[src/rtl/sync_fifo_flopenrc.sv]
// Single-clock valid/ready FIFO with synchronous flush and occupancy/almost-full status.
// Latency: one cycle from push to rd_valid (first-word fall-through, no empty-side bypass).
// Backpressure: wr_ready drops when full, during clear and during reset; no full-side pass-through.
module sync_fifo_flopenrc #(
    parameter int WIDTH = 32,
    parameter int DEPTH = 4,
    parameter int AFULL = DEPTH - 1
) (
    input  logic                       ph1,
    input  logic                       reset,
    input  logic                       clear,
    input  logic                       wr_valid,
    output logic                       wr_ready,
    input  logic [WIDTH-1:0]           wr_data,
    output logic                       rd_valid,
    input  logic                       rd_ready,
    output logic [WIDTH-1:0]           rd_data,
    output logic [$clog2(DEPTH+1)-1:0] count,
    output logic                       almost_full
);

    localparam int CW = $clog2(DEPTH + 1);
    localparam int PW = $clog2(DEPTH);

    localparam logic [CW-1:0] COUNT_FULL = CW'(DEPTH);
    localparam logic [CW-1:0] COUNT_AF   = CW'(AFULL);
    localparam logic [PW-1:0] PTR_LAST   = PW'(DEPTH - 1);

    logic [WIDTH-1:0] mem [DEPTH];
    logic [PW-1:0]    wptr;
    logic [PW-1:0]    rptr;
    logic [CW-1:0]    count_q;
    logic [CW-1:0]    count_nxt;
    logic             push;
    logic             pop;
    logic             active;

    // DEPTH need not be a power of two, so wrap on an explicit compare.
    function automatic logic [PW-1:0] ptr_inc(input logic [PW-1:0] p);
        return (p == PTR_LAST) ? '0 : p + PW'(1);
    endfunction

    // Handshakes depend only on registered state, reset and clear.
    assign active      = reset & ~clear;
    assign wr_ready    = active & (count_q != COUNT_FULL);
    assign rd_valid    = active & (count_q != '0);
    assign rd_data     = rd_valid ? mem[rptr] : '0;
    assign count       = count_q;
    assign almost_full = reset & (count_q >= COUNT_AF);

    assign push = wr_valid & wr_ready;
    assign pop  = rd_valid & rd_ready;

    always_comb begin
        count_nxt = count_q;
        unique case ({push, pop})
            2'b10:   count_nxt = count_q + CW'(1);
            2'b01:   count_nxt = count_q - CW'(1);
            default: count_nxt = count_q;
        endcase
    end

    always_ff @(posedge ph1) begin
        if (!reset) begin
            wptr    <= '0;
            rptr    <= '0;
            count_q <= '0;
        end else if (clear) begin
            wptr    <= '0;
            rptr    <= '0;
            count_q <= '0;
        end else begin
            if (push) wptr <= ptr_inc(wptr);
            if (pop)  rptr <= ptr_inc(rptr);
            count_q <= count_nxt;
        end
    end

    // Storage is deliberately unreset; push is already gated off by reset and clear.
    always_ff @(posedge ph1) begin
        if (push) mem[wptr] <= wr_data;
    end

endmodule

[config.mk]
export PLATFORM = sky130hd
export DESIGN_NAME = sync_fifo_flopenrc
export DESIGN_NICKNAME = d
export VERILOG_FILES = /design/src/rtl/sync_fifo_flopenrc.sv
export SDC_FILE = /design/constraint.sdc
export NUM_CORES = 1
export LEC_CHECK = 0
export ABC_AREA = 1
export CORE_MARGIN = 2
export CORE_UTILIZATION = 45
export CTS_CLUSTER_DIAMETER = 50
export CTS_CLUSTER_SIZE = 40
export DETAILED_ROUTE_END_ITERATION = 16
export DONT_BUFFER_PORTS = 1
export GPL_ROUTABILITY_DRIVEN = 0
export SYNTH_ARGS = -nofsm -noshare
export SYNTH_HDL_FRONTEND = slang
export SYNTH_SLANG_ARGS = --single-unit
export TNS_END_PERCENT = 50
[constraint.sdc]
create_clock -name ph1 -period 3.2 [get_ports ph1]
set_clock_uncertainty 0.05 [all_clocks]
set_input_delay 0.48 -clock ph1 [delete_from_list [all_inputs] [get_ports ph1]]
set_output_delay 0.48 -clock ph1 [all_outputs]
set_load 0.01 [all_outputs]
==> summary.md <==
| Metric | Value |
|---|---|
| Result of the run | finished, final reports clean |
| GRT Max-Usage Layer | met2 |
| Setup slack of the critical path after layout | 626 ps |
| Instance count along the most critical hold path | 0 |
| Number of design rule violations left after detail routing | 0 |
| I/O pin count | 75 |
| Post-Place Setup Slack | around 530 ps |
| Clock tree from TritonCTS | done |
| Number of synthesized flops with an enable pin | 128 |
| Vias | ~3,300 |
| Leak | 2.14 nW |
| Sequential-to-total area share from yosys stat | 0.733 |
| Average footprint of a synthesized cell | ~12 um^2 |
| Share of final-layout standard cells stronger than drive strength 1 | 0.0955 |
| Post-cts repair resize count | 0 |
| Via count of the first global-routing pass | 3,263 |
| Die Area | 13,100 um^2 |
| Global routing met2 resource utilization | 0.271 |
| Share of synthesized flip-flops with an asynchronous set or reset | 0 |
| Iteration count of the initial detailed-routing pass | 4 |
| Slew headroom | 0.217 |
| Largest area contributor in the synthesized netlist | sky130_fd_sc_hd__edfxtp_1 |
| Cells taking the most area after synthesis | sky130_fd_sc_hd__edfxtp_1, sky130_fd_sc_hd__nor2_1, sky130_fd_sc_hd__o21ai_1 |
| Die H | 114 um |
| Post-route setup TNS | 0 ps |
| Met3 track demand over resource | 0.0704 |
| Nature of the critical path startpoint | flip-flop |
| Count of hold-fix buffers inserted at cts | 0 |
| Post-synth design cell area | about 5500 um^2 |
| CP Capture Type | output port |
| Endpoint of the worst register-to-register path | mem[2][11] |
| Path type of the worst setup path | reg -> out |
| Number of antenna violations at the first check in global routing | 0 |
| Synth Warn # | 0 |
| Worst Hold Endpoint | mem[0][22] |
| Register-to-Register Setup Slack | about 1000 ps |
| Worst Tran Pin Value | 1170 ps |
| Global-route usage over all layers | 0.179 |
| Clock insertion delay at the later pin of the skew report | 410 ps |
| Top FF cell, synth | sky130_fd_sc_hd__edfxtp_1 |
| Part of the cycle the worst path needs | 0.804 |
| Clock buffer count from CTS | 17 |
| Number of H-tree branching levels | 4 |
| Net count after synthesis | approximately 500 |
| Final-report hold violation count | 0 |
| Clock-pin slew on the worst setup and hold paths | 60 ps |
| Detailed placement HPWL | 6.74 mm |
| Maximum achievable frequency | 0.388 GHz |
| Class of the most critical hold timing path | in -> reg |
| Buffers inserted during post-CTS setup optimization | 0 |
| # diodes | 0 |
| Largest net degree at the start of global routing | between 60 and 70 |
| Number of sinks handled by clock tree synthesis | 137 |
| Site Rows | 40 |
| Area after detailed placement | 5640 um^2 |
| Register bit total from synthesis | between 100 and 150 |
| DIE WIDTH | 114 um |
| Routed length per instance | 17.9 um |
| CP max FO | 32 |
| Cell count after synthesis | approximately 450 |
| Global Route met1 Usage | 0.232 |
| Slew Limit Fails | 0 |
| Remaining global-route overflow | 0 |
| Initial cell density of the core | 0.459 |
| Number of nets with antenna violations after detailed routing | 0 |
| Synth-to-Final Area Change | 12.7% |
| Power Density | 621 nW/um^2 |
| Most frequent cell after synthesis | sky130_fd_sc_hd__nor2_1 |
| CP arrival | around 2000 ps |
| Nets | between 500 and 600 |
| Most frequent cells after synthesis | sky130_fd_sc_hd__nor2_1, sky130_fd_sc_hd__edfxtp_1, sky130_fd_sc_hd__o21ai_1, sky130_fd_sc_hd__a21oi_1, sky130_fd_sc_hd__o21ai_0 |
| Start of the worst register-to-register path | count[0] |
| Min Clock Period, post-route | 2570 ps |
| Maximum root-to-sink buffer count | 2 |
| Finished Cell Area | between 6000 and 7000 um^2 |
| Worst path required time | 2670 ps |
| Worst hold path startpoint | wr_data[22] |
| Max-capacitance violation count | 0 |
| Count of routing violations after the opening detailed-route iteration | between 200 and 250 |
| Wire length after detailed routing | 11.1 mm |
| Number of distinct library cells after synthesis | 18 |
| Worst ir drop on vdd | 0.318 mV |
| Area of the core | approximately 12,000 um^2 |
| Worst hold slack | 110 ps |
| Setup repair after global routing missed its margin | no |
| Yosys top cell area share | 0.701 |
| Clock Root Buffer | sky130_fd_sc_hd__clkbuf_16 |
| Wire length of the first global-routing pass | ~17 mm |
| Final setup viols | 0 |
| Count of input and output buffers | 0 |
| FF-to-FF path depth | 5 |
| Vias per cell | ~5.3 |
## sequential cells by signal, indices dropped and copies added (netlist names), named ones only
| name | flops |
|---|---|
| rptr | 2 |
| wptr | 2 |
| mem | 128 |
| count | 3 |
## report_power, final
part / switching [mW] / total, mW / internal [mW]
combinational: 0.0346 / 0.0480 / 0.0134
sequential: 0.00485 / 1.98 / 1.98
clock: 0.682 / 1.81 / 1.13
## per-stage QoR
step,utilization,power [mW],cells
finish,0.517,3.84,618
global route,0.517,3.96,618
CTS,0.517,3.87,618
detailed placement,0.471,2.07,586
global placement,0.471,2.07,586
floorplan,-,2.05,451
## worst max-delay path: stages (launching register included)
cell and delay [ps]:
sky130_fd_sc_hd__dfxtp_1 300, sky130_fd_sc_hd__inv_1 830, sky130_fd_sc_hd__nor2_1 120, sky130_fd_sc_hd__o21ai_0 130, sky130_fd_sc_hd__a21oi_1 90, sky130_fd_sc_hd__buf_4 150
## worst max-delay path by stage
stage | endpoint | slack [ps]
finish | rd_data[18] | 630
global route | rd_data[31] | 410
CTS | rd_data[31] | 560
detailed placement | mem[2][5] | 530
global placement | mem[2][5] | 560
floorplan | mem[0][0] | 460
## routing by layer
| metal | up-vias | routed length, um |
|---|---|---|
| li1 | 1579 | - |
| met1 | 1577 | 4760 |
| met2 | 95 | 5380 |
| met3 | 15 | 759 |
| met4 | 0 | 154 |
| met5 | - | 0 |
## cells in the final DEF (no fill, tap or decap)
| cell | n |
|---|---|
| sky130_fd_sc_hd__clkinvlp_4 | 1 |
| sky130_fd_sc_hd__nor2_1 | 138 |
| sky130_fd_sc_hd__nand2_1 | 15 |
| sky130_fd_sc_hd__clkinv_2 | 6 |
| sky130_fd_sc_hd__ha_1 | 6 |
| sky130_fd_sc_hd__edfxtp_1 | 128 |
| sky130_fd_sc_hd__buf_4 | 12 |
| sky130_fd_sc_hd__bufinv_16 | 2 |
| sky130_fd_sc_hd__a21oi_1 | 35 |
| sky130_fd_sc_hd__fa_1 | 1 |
| sky130_fd_sc_hd__dfxtp_2 | 1 |
| sky130_fd_sc_hd__o21ai_1 | 41 |
| sky130_fd_sc_hd__inv_2 | 1 |
| sky130_fd_sc_hd__inv_1 | 17 |
| sky130_fd_sc_hd__nand3_4 | 1 |
| sky130_fd_sc_hd__clkbuf_1 | 4 |
| sky130_fd_sc_hd__o21ai_0 | 25 |
| sky130_fd_sc_hd__nor2_4 | 4 |
| sky130_fd_sc_hd__clkinv_1 | 2 |
| sky130_fd_sc_hd__clkbuf_16 | 17 |
| sky130_fd_sc_hd__nand3_1 | 5 |
| sky130_fd_sc_hd__dfxtp_1 | 8 |
| sky130_fd_sc_hd__and2_1 | 1 |
## final cells by class
class / instances / area (um^2)
Clock buffer: 21 / 440
Clock inverter: 11 / 105
Fill cell: 1027 / 5780
Inverter: 18 / 67.6
Multi-Input combinational cell: 272 / 1270
Sequential cell: 137 / 4030
Tap cell: 147 / 184
Timing Repair Buffer: 12 / 90.1
## cell families after synthesis
logic type,Yosys count,share of synthesized area
compound gates,101,0.0921
fa+ha+maj,7,0.0173
buf+inv,42,0.0408
flops,137,0.733
simple gates,164,0.116
(Power assumes the default switching activity.)
